[src/rtl/bp_fe_queue_enqueuer.sv]
// FE-side producer of the FE->BE fetch queue: packs fetch results into queue messages in a 2-entry FIFO.
// Optional macro BP_FE_QUEUE_PERF_EN adds saturating dequeue and stall counters.
package bp_fe_pkg;

  typedef enum logic [0:0] {
    e_bp_default_cfg = 1'b0
  } bp_params_e;

  localparam int instr_width_gp = 32;
  localparam int vaddr_width_gp = 39;
  localparam int bmeta_width_gp = 36;

  localparam int fetch_width_gp =
    vaddr_width_gp + instr_width_gp + bmeta_width_gp;
  localparam int exc_pad_width_gp =
    fetch_width_gp - vaddr_width_gp - 3;

  function automatic int bp_cfg_vaddr_width(bp_params_e cfg);
    unique case (cfg)
      e_bp_default_cfg: return vaddr_width_gp;
      default:          return vaddr_width_gp;
    endcase
  endfunction

  function automatic int bp_cfg_bmeta_width(bp_params_e cfg);
    unique case (cfg)
      e_bp_default_cfg: return bmeta_width_gp;
      default:          return bmeta_width_gp;
    endcase
  endfunction

  typedef enum logic [0:0] {
    e_fe_fetch     = 1'b0,
    e_fe_exception = 1'b1
  } bp_fe_msg_type_e;

  typedef enum logic [2:0] {
    e_instr_misaligned   = 3'd0,
    e_itlb_miss          = 3'd1,
    e_instr_page_fault   = 3'd2,
    e_instr_access_fault = 3'd3,
    e_icache_miss        = 3'd4
  } bp_fe_exception_code_e;

  typedef struct packed {
    logic [vaddr_width_gp-1:0] pc;
    logic [instr_width_gp-1:0] instr;
    logic [bmeta_width_gp-1:0] branch_metadata_fwd;
  } bp_fe_fetch_s;

  typedef struct packed {
    logic [vaddr_width_gp-1:0]   vaddr;
    bp_fe_exception_code_e       exception_code;
    logic [exc_pad_width_gp-1:0] padding;
  } bp_fe_exception_s;

  typedef union packed {
    bp_fe_fetch_s     fetch;
    bp_fe_exception_s exception;
  } bp_fe_msg_u;

  typedef struct packed {
    bp_fe_msg_type_e msg_type;
    bp_fe_msg_u      msg;
  } bp_fe_queue_s;

endpackage

module bp_fe_queue_enqueuer
  import bp_fe_pkg::*;
#(
  parameter bp_params_e bp_params_p = e_bp_default_cfg,
  localparam int vaddr_width_p = bp_cfg_vaddr_width(bp_params_p),
  localparam int branch_metadata_fwd_width_p =
    bp_cfg_bmeta_width(bp_params_p),
  localparam int fe_queue_width_lp = $bits(bp_fe_queue_s)
) (
  input  logic clk_i,
  input  logic reset_n_i,

  input  logic fetch_v_i,
  input  logic [vaddr_width_p-1:0] fetch_pc_i,
  input  logic [instr_width_gp-1:0] fetch_instr_i,
  input  logic [branch_metadata_fwd_width_p-1:0] fetch_metadata_i,
  input  logic instr_misaligned_i,
  input  logic itlb_miss_i,
  input  logic instr_page_fault_i,
  input  logic instr_access_fault_i,
  input  logic icache_miss_i,
  output logic fetch_ready_o,

  input  logic flush_i,

  output logic [fe_queue_width_lp-1:0] fe_queue_o,
  output logic fe_queue_v_o,
  input  logic fe_queue_ready_i,

  output logic [31:0] enq_count_o,
  output logic [31:0] stall_count_o
);

  bp_fe_queue_s          mem_r [2];
  logic                  rptr_r, wptr_r;
  logic [1:0]            count_r;
  bp_fe_queue_s          msg;
  bp_fe_exception_code_e exc_code;
  logic                  exc_any;
  logic                  enq, deq;

  assign exc_any = instr_misaligned_i | itlb_miss_i
                 | instr_page_fault_i | instr_access_fault_i
                 | icache_miss_i;

  always_comb begin
    exc_code = e_icache_miss;
    priority case (1'b1)
      instr_misaligned_i:   exc_code = e_instr_misaligned;
      itlb_miss_i:          exc_code = e_itlb_miss;
      instr_page_fault_i:   exc_code = e_instr_page_fault;
      instr_access_fault_i: exc_code = e_instr_access_fault;
      default:              exc_code = e_icache_miss;
    endcase
  end

  always_comb begin
    msg = '0;
    if (exc_any) begin
      msg.msg_type                     = e_fe_exception;
      msg.msg.exception.vaddr          = fetch_pc_i;
      msg.msg.exception.exception_code = exc_code;
    end else begin
      msg.msg_type                      = e_fe_fetch;
      msg.msg.fetch.pc                  = fetch_pc_i;
      msg.msg.fetch.instr               = fetch_instr_i;
      msg.msg.fetch.branch_metadata_fwd = fetch_metadata_i;
    end
  end

  // Ready comes only from registered occupancy, never from the BE side.
  assign fetch_ready_o = reset_n_i & (count_r != 2'd2);
  assign fe_queue_v_o  = (count_r != 2'd0) & ~flush_i;
  assign fe_queue_o    = reset_n_i ? mem_r[rptr_r] : '0;

  assign enq = fetch_v_i & fetch_ready_o & ~flush_i;
  assign deq = fe_queue_v_o & fe_queue_ready_i;

  always_ff @(posedge clk_i or negedge reset_n_i) begin
    if (!reset_n_i) begin
      mem_r   <= '{default: '0};
      rptr_r  <= 1'b0;
      wptr_r  <= 1'b0;
      count_r <= 2'd0;
    end else if (flush_i) begin
      rptr_r  <= 1'b0;
      wptr_r  <= 1'b0;
      count_r <= 2'd0;
    end else begin
      if (enq) begin
        mem_r[wptr_r] <= msg;
        wptr_r        <= ~wptr_r;
      end
      if (deq) begin
        rptr_r <= ~rptr_r;
      end
      unique case ({enq, deq})
        2'b10:   count_r <= count_r + 2'd1;
        2'b01:   count_r <= count_r - 2'd1;
        default: count_r <= count_r;
      endcase
    end
  end

`ifdef BP_FE_QUEUE_PERF_EN
  logic [31:0] enq_cnt_r, stall_cnt_r;
  logic        stall;

  assign stall = fetch_v_i & ~fetch_ready_o;

  always_ff @(posedge clk_i or negedge reset_n_i) begin
    if (!reset_n_i) begin
      enq_cnt_r   <= '0;
      stall_cnt_r <= '0;
    end else begin
      if (deq && enq_cnt_r != '1) begin
        enq_cnt_r <= enq_cnt_r + 32'd1;
      end
      if (stall && stall_cnt_r != '1) begin
        stall_cnt_r <= stall_cnt_r + 32'd1;
      end
    end
  end

  assign enq_count_o   = enq_cnt_r;
  assign stall_count_o = stall_cnt_r;
`else
  assign enq_count_o   = '0;
  assign stall_count_o = '0;
`endif

endmodule

[config.mk]
export PLATFORM = sky130hd
export DESIGN_NAME = bp_fe_queue_enqueuer
export DESIGN_NICKNAME = d
export VERILOG_FILES = /design/src/rtl/bp_fe_queue_enqueuer.sv
export SDC_FILE = /design/constraint.sdc
export NUM_CORES = 1
export LEC_CHECK = 0
export BUFFER_PORTS_ARGS = -buffer_cell sky130_fd_sc_hd__buf_2
export CELL_PAD_IN_SITES_DETAIL_PLACEMENT = 0
export CELL_PAD_IN_SITES_GLOBAL_PLACEMENT = 1
export CORE_ASPECT_RATIO = 0.75
export CORE_MARGIN = 2
export CORE_UTILIZATION = 30
export DETAILED_ROUTE_END_ITERATION = 6
export PLACE_DENSITY_LB_ADDON = 0.15
export SKIP_CTS_REPAIR_TIMING = 1
export SLEW_MARGIN = 20
export SYNTH_ARGS = -nofsm -noshare
export SYNTH_HDL_FRONTEND = slang
export SYNTH_SLANG_ARGS = --single-unit
export TNS_END_PERCENT = 100
[constraint.sdc]
create_clock -name clk_i -period 2.8 [get_ports clk_i]
set_input_delay 0.42 -clock clk_i [delete_from_list [all_inputs] [get_ports clk_i]]
set_output_delay 0.42 -clock clk_i [all_outputs]
set_load 0.02 [all_outputs]
==> results of run 1 <==
[cells in the final DEF (no fill, tap or decap), drive strengths merged]
cell / synthesis / layout
dlygate4sd3: 0 / 5
nor4b: 1 / 1
clkinv: 0 / 9
a221oi: 1 / 1
or4: 2 / 2
buf: 100 / 243
clkinvlp: 0 / 1
or3: 1 / 1
nand2b: 2 / 2
conb: 1 / 64
mux2i: 108 / 108
nand2: 2 / 2
nor2b: 110 / 110
bufinv: 0 / 3
a211oi: 1 / 1
o21ai: 2 / 2
xor2: 1 / 1
a31oi: 1 / 1
or2: 1 / 1
nor3b: 65 / 65
nor2: 7 / 7
and4b: 1 / 1
nand3b: 1 / 1
o211ai: 1 / 1
inv: 1 / 2
a21oi: 2 / 2
o21bai: 2 / 2
clkbuf: 28 / 31
diode: 0 / 4
mux2: 216 / 216
dfrtp: 220 / 220
[metrics by stage]
stage               utilization [%]  setup slack, ns
floorplan                         -            0.825
global placement               34.4            0.497
detailed placement             34.4            0.502
CTS                            36.7            0.179
global route                   36.8            0.101
finish                         36.8            0.269
[cell families (layout without fill, tap and decap cells)]
group                     after synthesis  after routing
AOI/OAI and AO/OA                      10             10
xor gates and xnor gates                1              1
buffers and inverters                 129            294
DFF                                   220            220
muxes                                 324            324
other                                   1             68
and+or+nand+nor                       193            193
[sequential cells by signal, indices dropped and copies added (netlist names)]
register and count:
count_r 2, mem_r 216, rptr_r 1, wptr_r 1
[how the worst max path moves through the flow]
stage / from / to / cells past startpoint
6_report: rptr_r / fe_queue_o[4] / 4
5_1_grt: rptr_r / fe_queue_o[8] / 4
4_1_cts: rptr_r / fe_queue_o[4] / 4
3_5_place_dp: reset_n_i / mem_r[61] / 6
3_3_place_gp: reset_n_i / mem_r[91] / 6
2_1_floorplan: rptr_r / fe_queue_o[100] / 5
[critical path, stage by stage, from the launching register on]
cell,delay (ns)
dfrtp_4,0.66
buf_12,0.35
mux2i_1,0.13
nor2b_1,0.20
buf_2,0.20
[layout make-up]
class                      count  area (µm²)
fill                        3756       23300
sequential                   220        5510
multi-input combinational    592        5160
timing repair buffer         248        1460
clock buffer                  31         688
tap                          504         631
clock inverter                14         151
antenna                        4        10.0
inverter                       1        3.75
[per-layer routing]
layer | up-vias | part of all wire (%) | wire (µm)
met5 | - | 0.14 | 37
met4 | 6 | 1.7 | 468
met3 | 41 | 6.0 | 1640
met2 | 134 | 46 | 12500
met1 | 3557 | 46 | 12500
li1 | 3346 | - | -
[power by group]
| part | switching, W | internal (W) | total [W] |
|---|---|---|---|
| logic | 0.000629 | 0.000563 | 0.00119 |
| clock network | 0.00138 | 0.00202 | 0.00340 |
| registers | 0.000157 | 0.00350 | 0.00366 |
| total | 0.00217 | 0.00608 | 0.00824 |
==> results.yml, run 1 <==
status:
  outcome: "complete, but fails checks"
  violations: "negative hold slack"
logic_synthesis:
  synthTopCellsByCount: "220 x dfrtp_1, 196 x mux2_2, 110 x nor2b_1"
  yosys.area_share.adder_pct: 0
  synth_flop_cell: "dfrtp_1"
  synthMuxAreaShare_pct: 31.5
  synth_edf_count: 0
  synth_xor_area_share_pct: 0.0782
  yosysTopAreaCell: "dfrtp_1"
  synth_top_family_by_area: "multiplexers"
  avgSynthCellArea_um2: 12.8
  ys_warn_count: 0
  ys_types: 33
  synth-seq-area-share_pct: 49.1
  synthTopCellsByArea: "dfrtp_1 49%, mux2_2 20%, mux2i_1 9.6%"
  synth-compound-area-share_pct: 0.581
  postSynthCellCount: 878
  ys_ff_latch: 220
  synth_most_common_cell: "dfrtp_1"
  synth_top_area_share_pct: 49.1
  synthSimpleGateAreaFrac_pct: 11.6
  async_flop_share_pct: 100
  synth_area_mm2: 0.0112
place:
  io_buffers: 226
  dpl-instance-area_mm2: 0.0127
  placedCellCount: 1560
  gp_congestion: 0.689
  dpl.hpwl_um: 17500
floorplanning:
  start_util_pct: 30.3
  die_area_mm2: 0.0389
  die_x_um: 227
  boundaryPins: 291
  rows: 61
  die_y_um: 171
  core_mm2: 0.0369
clocking:
  cts.sinks: 220
  clk_pin_slew_ns: 0.06
  clk_path_buf_depth: 3
  cts_htree_levels: 1
  clockRootBuffer: "clkbuf_16"
  cts_buffers: 25
  clock_latency_ns: 0.54
  cts_tree: "yes"
power_and_ir_drop:
  p_leak_nw: 6.35
  total_power_w: 0.00824
  vdd_drop_max_uv: 372
  pwr_density_cell_mw_per_mm2: 606
route:
  first_pass_iters: 4
  vias: 7084
  via_per_inst: 4.39
  antenna_left: 0
  drc: 0
  wl_per_cell_um: 16.9
  wl_um: 27200
  drt_iter0_markers: 289
sta:
  max-slew-margin-rel_pct: 50.6
  final-max-slew-violation-count: 0
  rsz0062_at_grt: "false"
  post-route-period-util_pct: 90.4
  fin_crit_ns: 2.53
  fmax_ghz: 0.395
  setup_viol: 0
  final.setup_skew_ns: 0.0267
  final.setup.tns_ns: 0
  worstMarginPinSlew_ns: 0.741
  hold_violations: 17
  hold-worst-slack_ns: -0.0584
finish:
  layout-drive-gt1-share_pct: 44.9
  area_growth_pct: 21.4
  fin_nets: 1205
  fin_cells: 1614
  fin_area_mm2: 0.0136
worst_setup_path:
  r2r_end: "mem_r[59]"
  r2r_slack_ns: 0.65
  worst_setup_path_start_kind: "register"
  arrival_ns: 2.11
  rr_worst_depth: 5
  crit_path_end_kind: "primary output"
  critical_path_peak_fanout: 41
  r2r-start: "count_r[1]"
  cp_data_required_time_ns: 2.38
  path_class: "reg -> out"
flow_run:
  max_cap_violations: 0
global_routing:
  grt_overflow: 0
  groute.layer.met3.usage_pct: 3.98
  antenna_found_initial: 7
  grt_use_met2_pct: 21.0
  grt_pass1_wl_um: 41700
  use_met1_pct: 19.0
  grt_pass1_vias: 7267
  grt_max_degree: 143
  grt_usage_pct: 13.7
  top_usage_layer: "met2"
worst_hold_path:
  hold_class: "in -> async"
(Power assumes the default switching activity.)
==> run 2: changes to the inputs <==
--- a/config.mk
+++ b/config.mk
@@ -10,9 +10,10 @@
 export CELL_PAD_IN_SITES_GLOBAL_PLACEMENT = 1
 export CORE_ASPECT_RATIO = 0.75
 export CORE_MARGIN = 2
-export CORE_UTILIZATION = 30
+export CORE_UTILIZATION = 35
 export DETAILED_ROUTE_END_ITERATION = 6
 export PLACE_DENSITY_LB_ADDON = 0.15
+export RECOVER_POWER = 50
 export SKIP_CTS_REPAIR_TIMING = 1
 export SLEW_MARGIN = 20
 export SYNTH_ARGS = -nofsm -noshare
==> constraint.sdc (replaced) <==
create_clock -name clk_i -period 2.8 [get_ports clk_i]
set_input_delay 0.42 -clock clk_i [delete_from_list [all_inputs] [get_ports clk_i]]
set_output_delay 0.42 -clock clk_i [all_outputs]
set_load 0.01 [all_outputs]
==> run 2 against run 1 <==
The run now ends clean. Global-route usage rose by 1.8 points. Die area down 14%. Final cell count fell by 6.6%. Power decreased by 3.8%.
==> results.yml, run 2 (synthesis gave the netlist of run 1 again) <==
worst_setup_path:
  worst_setup_path_start_kind: "primary input"
  critical_path_peak_fanout: 21
  arrival_ns: 3.07
  path_class: "in -> reg"
  crit_path_end_kind: "register"
  cp_data_required_time_ns: 3.20
sta:
  fin_crit_ns: 2.67
  rsz0062_at_grt: "false"
  fmax_ghz: 0.374
  final.setup_skew_ns: 0.0146
  post-route-period-util_pct: 95.5
  final-max-slew-violation-count: 0
  setup_viol: 0
  final.setup.tns_ns: 0
  hold_violations: 0
  worstMarginPinSlew_ns: 0.681
  max-slew-margin-rel_pct: 54.6
global_routing:
  grt_usage_pct: 15.4
  grt_overflow: 0
  grt_pass1_wl_um: 41600
  grt_max_degree: 130
  antenna_found_initial: 7
  grt_pass1_vias: 7400
flow_run:
  max_cap_violations: 0
finish:
  area_growth_pct: 19.5
  largest_reg_flops: 216
  layout_common_cells: "219 x dfrtp_1, 218 x buf_2, 196 x mux2_2"
  top_register: "mem_r"
  fin_nets: 1200
  largestRegisters: "mem_r: 216 flops, count_r: 2 flops"
  final_common_cell: "dfrtp_1"
  fin_cells: 1508
  layout-drive-gt1-share_pct: 43.8
status:
  outcome: "completed"
floorplanning:
  die_x_um: 211
  boundaryPins: 291
  rows: 56
  core_mm2: 0.0314
  die_y_um: 159
  die_area_mm2: 0.0335
  start_util_pct: 35.7
route:
  antenna_left: 0
  first_pass_iters: 4
  drc: 0
  drt_iter0_markers: 266
  wl_um: 26200
  wl_per_cell_um: 17.4
  vias: 7055
  via_per_inst: 4.68
clocking:
  clock_latency_ns: 0.53
  clk_pin_slew_ns: 0.05
  cts.sinks: 220
  clockRootBuffer: "clkbuf_16"
  cts_tree: "yes"
  clk_path_buf_depth: 3
  cts_buffers: 25
  cts_htree_levels: 1
place:
  gp_congestion: 0.688
  io_buffers: 226
  dpl.hpwl_um: 17100
  placedCellCount: 1461
worst_hold_path:
  hold_class: "in -> reg"
power_and_ir_drop:
  p_leak_nw: 6.26
  vdd_drop_max_uv: 391
  pwr_density_cell_mw_per_mm2: 592
## run 2: cell types whose count changed in the layout (fill, tap and decap cells not counted), sizes merged
cell,before,now
clkbuf,31,43
buf,243,233
clkinv,9,2
dlygate4sd3,5,1
clkinvlp,1,3
bufinv,3,2
## run 2: metrics by stage
step                hold slack [ns]  area, µm²  total power (W)  setup WS [ns]  utilization, %
CTS                          -0.310      13400          0.00810          0.221            42.7
detailed placement            0.262      12600          0.00482          0.333            40.2
finish                        0.137      13400          0.00793          0.127            42.7
floorplan                     0.124      11400          0.00445          0.922               -
global route                  0.108      13400          0.00835        0.00307            42.6
global placement              0.262      12600          0.00480          0.365            40.2
## run 2: final cells by class
type | instances | area (µm²)
flip-flops and latches | 220 | 5510
diodes | 4 | 10.0
clock inverters | 8 | 113
multi-input cells | 592 | 5160
clock buffers | 34 | 679
inverters | 1 | 3.75
fillers | 3094 | 18000
well taps | 406 | 508
repair buffers | 243 | 1410
## run 2: routing by layer
metal / share of wire [%] / wire (µm) / up-vias / global-route usage, %
li1: - / - / 3337 / -
met1: 47 / 12300 / 3530 / 21.5
met2: 45 / 11900 / 140 / 24.1
met3: 5.6 / 1470 / 40 / 4.34
met4: 1.9 / 501 / 8 / 3.20
met5: 0.21 / 54 / - / 0
## run 2: report_power, final
group	leakage (nW)	total, W	switching (W)	internal, W
registers	2.92	0.00366	0.000161	0.00350
logic	2.96	0.00107	0.000511	0.000558
clock network	0.377	0.00320	0.00131	0.00189
total	6.26	0.00793	0.00198	0.00594
## run 2: path summary, 6_finish.rpt
| check | from | to | slack [ns] | cells past startpoint |
|---|---|---|---|---|
| setup / recovery | reset_n_i | mem_r[167] | 0.13 | 6 |
| hold / removal | fetch_pc_i[18] | mem_r[194] | 0.14 | 2 |
| setup reg to reg | count_r[0] | mem_r[177] | 0.34 | 4 |
| hold reg to reg | mem_r[160] | mem_r[160] | 0.49 | 1 |
| max in group asynchronous | reset_n_i | mem_r[143] | 1.63 | 3 |
| min in group asynchronous | reset_n_i | mem_r[28] | 0.36 | 2 |
## run 2: critical path: stages
cell           delay [ns]
dlygate4sd3_1        0.60
buf_8                0.22
nand2_1              0.19
or4_4                0.66
clkbuf_2             0.49
mux2_1               0.46
